[src/rtl/pp_pkg.sv]
// rtl/pp_pkg.sv - shared defaults, FSM states and LFSR constants for pp_stream_chk
package pp_pkg;

  localparam int DATA_W_DEF = 64;
  localparam int ADDR_W_DEF = 6;
  localparam int CNT_W_DEF  = 16;

  typedef enum logic [1:0] {
    IDLE  = 2'd0,
    RUN   = 2'd1,
    DRAIN = 2'd2
  } state_t;

  // x^16 + x^14 + x^13 + x^11 + 1 -> taps on state bits 15, 13, 12, 10
  localparam logic [15:0] LFSR_SEED = 16'hACE1;
  localparam logic [15:0] LFSR_TAPS = 16'hB400;

  function automatic logic lfsr16_fb(input logic [15:0] s);
    return ^(s & LFSR_TAPS);
  endfunction

  function automatic logic [15:0] lfsr16_next(input logic [15:0] s);
    return {s[14:0], lfsr16_fb(s)};
  endfunction

endpackage

[src/rtl/pp_lfsr16.sv]
// rtl/pp_lfsr16.sv - free-running 16-bit Fibonacci LFSR used for ready throttling
module pp_lfsr16
  import pp_pkg::*;
(
  input  logic        clk,
  input  logic        rst,
  output logic [15:0] state
);

  // advance one step every cycle; reset parks it on the seed
  always_ff @(posedge clk or posedge rst) begin
    if (rst) state <= LFSR_SEED;
    else     state <= lfsr16_next(state);
  end

endmodule

[config.mk]
export PLATFORM = sky130hd
export DESIGN_NAME = pp_lfsr16
export DESIGN_NICKNAME = d
export VERILOG_FILES = /design/src/rtl/pp_pkg.sv /design/src/rtl/pp_lfsr16.sv
export SDC_FILE = /design/constraint.sdc
export NUM_CORES = 1
export LEC_CHECK = 0
export ABC_AREA = 1
export BUFFER_PORTS_ARGS = -buffer_cell sky130_fd_sc_hd__buf_2
export CAP_MARGIN = 20
export CORE_AREA = 4 4 41 43
export CTS_CLUSTER_SIZE = 24
export DETAILED_ROUTE_END_ITERATION = 10
export DIE_AREA = 0 0 45 47
export SYNTH_ARGS = -nofsm -noshare
export SYNTH_HDL_FRONTEND = slang
export SYNTH_SLANG_ARGS = --single-unit
[constraint.sdc]
create_clock -name clk -period 0.85 [get_ports clk]
set_input_delay 0.1275 -clock clk [delete_from_list [all_inputs] [get_ports clk]]
set_output_delay 0.1275 -clock clk [all_outputs]
set_load 0.005 [all_outputs]
==> metrics.md, run 1 <==
| Metric | Value |
|---|---|
| Worst endpoint required time | `0.72 ns` |
| Number of max-cap violations | `0` |
| Final Power | `1.18 mW` |
| Final nets | `67` |
| DR WL/cell | `12.0 µm` |
| Reg clk slew, reported paths | `0.08 ns` |
| Initial Utilization | `0.367` |
| Die height | `47 µm` |
| CTS Sinks | `16` |
| Largest family of logic cells by synthesized area | `simple AND/OR/NAND/NOR gates` |
| Critical path class | `reg2out` |
| Synth area leaders | `dfstp_2, dfrtp_1, nand2_1` |
| Dominant cell type by area after synthesis | `dfstp_2` |
| Biggest regs | `state: 16 flops` |
| CTS tree | `built` |
| HP Start | `state[5]$_DFF_PP1_` |
| Layout area overhead | `55.0%` |
| CTS buffer count | `3` |
| Non-Filler Instances | `79` |
| H-Tree Level Count | `1` |
| DP HPWL | `590 µm` |
| Maximum vdd drop | `0.00148 V` |
| Unrepaired setup endpoints after global routing | `true` |
| Worst-skew pair later-pin latency | `0.28 ns` |
| Reg2reg start | `state[13]$_DFF_PP1_` |
| Max FO, Critical Path | `2` |
| Crit path DAT | `0.93 ns` |
| Adder-Cell Fraction of Synth Area | `0` |
| Dpl ws | `-0.0370 ns` |
| Post-synth EDFFs | `0` |
| Slowest-stage cell, CP | `dfstp_2` |
| Register-to-Register Path Depth | `5` |
| Unique cell type count in the Yosys netlist | `7` |
| Final count of hold timing violations | `0` |
| Mapped Avg Cell Area | `14.9 µm²` |
| Final wirelength | `949 µm` |
| Worst Clk Skew | `0.00132 ns` |
| Xor and xnor area share after synthesis | `0.0183` |
| Ys async rst share | `1.00` |
| Core ar. | `0.00130 mm²` |
| Worst min-delay path category | `reg2reg` |
| GRT overflow | `0` |
| Simple-gate area share of the yosys netlist | `0.0838` |
| Slew margin rel. | `0.870` |
| Final instance area | `741 µm²` |
| Post-synthesis mux area share | `0` |
| Cell family with most CP delay | `flip-flops` |
| Number of routed nets with antenna violations | `0` |
| Post-route DRC | `0` |
| Flops & latches, synth | `16` |
| Tmin final | `1.05 ns` |
| Final setup fails | `17` |
| DIE WIDTH | `45 µm` |
| Synth Area in Compound Gates | `0` |
| Vias per cell | `4.03` |
| Reg-to-reg endpoint | `state[0]$_DFF_PP1_` |
| Max FFs per register | `16` |
| Max Slew Vio Count | `0` |
| First-pass DRT Iterations | `3` |
| Top reg by flops | `state` |
| Final worst-path cycle share | `1.24` |
| Ys Warns | `0` |
| Post-layout util | `0.569` |
| CP bufs+invs | `1` |
| Routed vias | `318` |
| Startpoint types | `flop` |
| Syn_nets | `34` |
| Fin worst setup slack | `-0.204 ns` |
| Root buf cell | `clkbuf_4` |
| Leakage dissipation | `0.414 nW` |
| Actual slew at the worst max-slew pin | `0.195 ns` |
| Flop-to-flop setup slack | `-0.13 ns` |
| Hold depth | `0` |
| Placed cell areas | `589 µm²` |
| Placed cell count | `65` |
| Power density cells | `1590 mW/mm²` |
| Seq/Total Area, Yosys | `0.859` |
| Rows | `13` |
| Largest net degree at the start of global routing | `17` |
| Number of global-route vias before repair | `326` |
| Fmax | `0.949 GHz` |
| Antenna diode count | `0` |
| Layout cell share with drive strength beyond 1 | `0.672` |
| Commonest cells post-synth | `dfrtp_1, dfstp_2, nand2_1` |
| Post-synth top flop | `dfstp_2` |
| Total track usage | `0.104` |
| Status | `finished with violations` |
| Top cell type's share of synthesized area | `0.440` |
| Failing checks | `setup timing` |
| Die Footprint | `0.00212 mm²` |
| Antenna violations before repair | `0` |
| # IOs | `18` |
| CTS max path bufs | `2` |
| GPL Wtd Cong | `0.670` |
| Hold endpoint | `state[6]$_DFF_PP1_` |
| Synthesized area | `478 µm²` |
| I/O Buffers | `17` |
| First-pass GRT wire length | `1.48 mm` |
| Starting DRT DRC Count | `1` |
| Critical Path Max Stage Delay | `0.56 ns` |
| CP Cell Sequence | `buf_6` |
| Syn Inst Count | `32` |
| CP Capture Type | `output pin` |
-- worst max path at each step --
stage / startpoint / to / slack (ns) / cells after the start
final: state[11]$_DFF_PP1_ / state[11] / -0.20 / 1
after detailed placement: state[10]$_DFF_PP1_ / state[0]$_DFF_PP1_ / -0.04 / 5
after global placement: state[10]$_DFF_PP1_ / state[0]$_DFF_PP1_ / -0.02 / 5
after CTS: state[11]$_DFF_PP1_ / state[11] / -0.21 / 1
after floorplan: state[13]$_DFF_PP1_ / state[0]$_DFF_PP1_ / 0.005 / 5
after global routing: state[13]$_DFF_PP1_ / state[13] / -0.26 / 1
-- per-stage QoR --
step,hold WS (ns),TNS [ns]
3_3_place_gp,0.130,-0.0169
5_1_grt,0.379,-3.14
6_report,0.365,-2.25
2_1_floorplan,0.0355,0
3_5_place_dp,0.138,-0.0370
4_1_cts,0.368,-2.41
-- placed cells by master (no fill, tap or decap), types with 3 or more instances in the layout --
cell type	n
clkbuf_4	3
nand2_1	7
dfrtp_1	8
buf_4	7
inv_1	4
dfstp_2	8
buf_2	14
buf_6	6
-- metal layers --
metal  routed length [µm]  up-vias  global-route usage
li1                     -      155                   -
met1                  366      150               0.120
met2                  481       13               0.158
met3                  101        0              0.0766
met4                    0        0              0.0175
met5                    0        -                   0
-- where the power goes --
group	total (mW)	switching (mW)	internal, mW
Combinational	0.0228	0.0148	0.00801
Clock	0.395	0.213	0.182
Sequential	0.763	0	0.763
-- final cells by class --
class                           instances  area (µm²)
Clock buffer                            4        26.3
Fill cell                             120         561
Inverter                                5        18.8
Multi-Input combinational cell         11        66.3
Sequential cell                        16         410
Tap cell                               15        18.8
Timing Repair Buffer                   28         200
-- logic make-up after synthesis --
group                  after synthesis
flip-flops                          16
buffers and inverters                5
AND/OR/NAND/NOR                     10
XOR/XNOR                             1
-- repair_timing --
action	4_1_cts	5_1_grt
endpoints found under the setup margin	17	17
setup buffers	7	2
hold buffers	1	0
pin swaps	2	3
endpoints found under the hold margin	8	0
gates resized for setup	7	4
(Power assumes the default switching activity.)
==> run 2, diff against run 1 <==
--- a/config.mk
+++ b/config.mk
@@ -12,6 +12,7 @@
 export CTS_CLUSTER_SIZE = 24
 export DETAILED_ROUTE_END_ITERATION = 10
 export DIE_AREA = 0 0 45 47
+export MAX_ROUTING_LAYER = met4
 export SYNTH_ARGS = -nofsm -noshare
 export SYNTH_HDL_FRONTEND = slang
 export SYNTH_SLANG_ARGS = --single-unit
==> metrics.md, run 2 (synthesis gave the netlist of run 1 again) <==
| Metric | Value |
|---|---|
| CP Capture Type | `output pin` |
| Multi-input gate area | `66.3 µm²` |
| Max Slew Vio Count | `0` |
| Number of max-cap violations | `0` |
| Final instance area | `741 µm²` |
| Reg area | `410 µm²` |
| Worst endpoint required time | `0.72 ns` |
| Status | `finished with violations` |
| Crit path DAT | `0.93 ns` |
| DP HPWL | `590 µm` |
| GR peak layer | `met2` |
| Hold WS | `0.364 ns` |
| Biggest regs | `state: 16 flops` |
| Placed cell areas | `589 µm²` |
| Largest net degree at the start of global routing | `17` |
| Startpoint types | `flop` |
| Max FO, Critical Path | `2` |
| Final wirelength | `945 µm` |
| Fin worst setup slack | `-0.204 ns` |
| Core ar. | `0.00130 mm²` |
| Rows | `13` |
| Initial Utilization | `0.367` |
| Critical Path Max Stage Delay | `0.56 ns` |
| Power density cells | `1590 mW/mm²` |
| Placed cell count | `65` |
| Antenna violations before repair | `0` |
| Die height | `47 µm` |
| Fmax | `0.948 GHz` |
| Final setup fails | `17` |
| Unrepaired setup endpoints after global routing | `true` |
| H-Tree Level Count | `1` |
| Critical Path Stages | `1` |
| Flop-to-flop setup slack | `-0.13 ns` |
| Final nets | `67` |
| Worst Clk Skew | `0.00171 ns` |
| Worst-skew pair later-pin latency | `0.28 ns` |
| Fillers | `120` |
| Number of routed nets with antenna violations | `0` |
| GPL Wtd Cong | `0.677` |
| Post-route DRC | `0` |
| Slowest-stage cell, CP | `dfstp_2` |
| Total track usage | `0.107` |
| CTS Sinks | `16` |
| Root buf cell | `clkbuf_4` |
| CTS max path bufs | `2` |
| Failing checks | `setup timing` |
| Reg-to-reg endpoint | `state[0]$_DFF_PP1_` |
| Layout cell share with drive strength beyond 1 | `0.672` |
| Met2 usage | `0.158` |
| Reg clk slew, reported paths | `0.08 ns` |
| Final Power | `1.18 mW` |
| # IOs | `18` |
| Hold endpoint | `state[6]$_DFF_PP1_` |
| Most frequent cells in the layout | `buf_2, dfstp_2, dfrtp_1, nand2_1, buf_4` |
| DR WL/cell | `12.0 µm` |
| CTS tree | `built` |
| Number of global-route vias before repair | `327` |
| Vias per cell | `4.05` |
| Cell family with most CP delay | `flip-flops` |
| First-pass GRT wire length | `1.47 mm` |
| Commonest non-fill, non-tap cell in the layout | `buf_2` |
| Tmin final | `1.05 ns` |
| Die Footprint | `0.00212 mm²` |
| Reg2reg start | `state[13]$_DFF_PP1_` |
| Critical path class | `reg2out` |
| Starting DRT DRC Count | `1` |
| GR Util met1 | `0.122` |
| I/O Buffers | `17` |
| Top reg by flops | `state` |
| Antenna diode count | `0` |
| HP Start | `state[5]$_DFF_PP1_` |
| Hold depth | `0` |
| GRT overflow | `0` |
| Maximum vdd drop | `0.00148 V` |
| Final worst-path cycle share | `1.24` |
| CP bufs+invs | `1` |
| Worst min-delay path category | `reg2reg` |
| Layout area overhead | `55.0%` |
| First-pass DRT Iterations | `3` |
| Slew margin rel. | `0.870` |
| Max FFs per register | `16` |
| CTS buffer count | `3` |
| CP Cell Sequence | `buf_6` |
| Final count of hold timing violations | `0` |
| Register-to-Register Path Depth | `6` |
| Non-Filler Instances | `79` |
| Actual slew at the worst max-slew pin | `0.194 ns` |
| Routed vias | `320` |
| GR Util met3 | `0.0728` |
| DIE WIDTH | `45 µm` |
| Leakage dissipation | `0.414 nW` |
run 2: stage by stage:
stage,setup TNS [ns],setup slack [ns],utilization
2_1_floorplan,0,0.00522,-
3_3_place_gp,-0.0169,-0.0169,0.453
3_5_place_dp,-0.0370,-0.0370,0.453
4_1_cts,-2.41,-0.214,0.547
5_1_grt,-3.14,-0.263,0.569
6_report,-2.25,-0.204,0.569
run 2: area by class of cell:
type,count,share of cell area
repair buffers,28,0.270
flip-flops and latches,16,0.554
inverters,5,0.0253
well taps,15,0.0253
clock buffers,4,0.0355
multi-input cells,11,0.0895
run 2: repair_timing:
item,4_1_cts,5_1_grt
pin swaps,2,3
hold endpoints to repair,8,0
endpoints found under the setup margin,17,17
hold buffers,1,0
buffers inserted,7,2
gates cloned,0,0
resized for setup,7,4
run 2: worst max path at each step:
| stage | start | to | slack (ns) |
|---|---|---|---|
| CTS | state[11]$_DFF_PP1_ | state[11] | -0.21 |
| floorplan | state[13]$_DFF_PP1_ | state[0]$_DFF_PP1_ | 0.005 |
| global placement | state[10]$_DFF_PP1_ | state[0]$_DFF_PP1_ | -0.02 |
| global route | state[13]$_DFF_PP1_ | state[13] | -0.26 |
| detailed placement | state[10]$_DFF_PP1_ | state[0]$_DFF_PP1_ | -0.04 |
| finish | state[11]$_DFF_PP1_ | state[11] | -0.20 |
run 2: metal layers:
| layer | up-vias | share of wire | wire length [µm] |
|---|---|---|---|
| met2 | 13 | 0.51 | 480 |
| met4 | 0 | 0 | 0 |
| li1 | 155 | - | - |
| met5 | - | 0 | 0 |
| met1 | 152 | 0.39 | 369 |
| met3 | 0 | 0.10 | 95 |
run 2: power breakdown:
part	leakage, nW	internal, mW	switching, mW
sequential	0.194	0.763	0
clock	0.0150	0.182	0.214
combinational	0.205	0.00801	0.0148
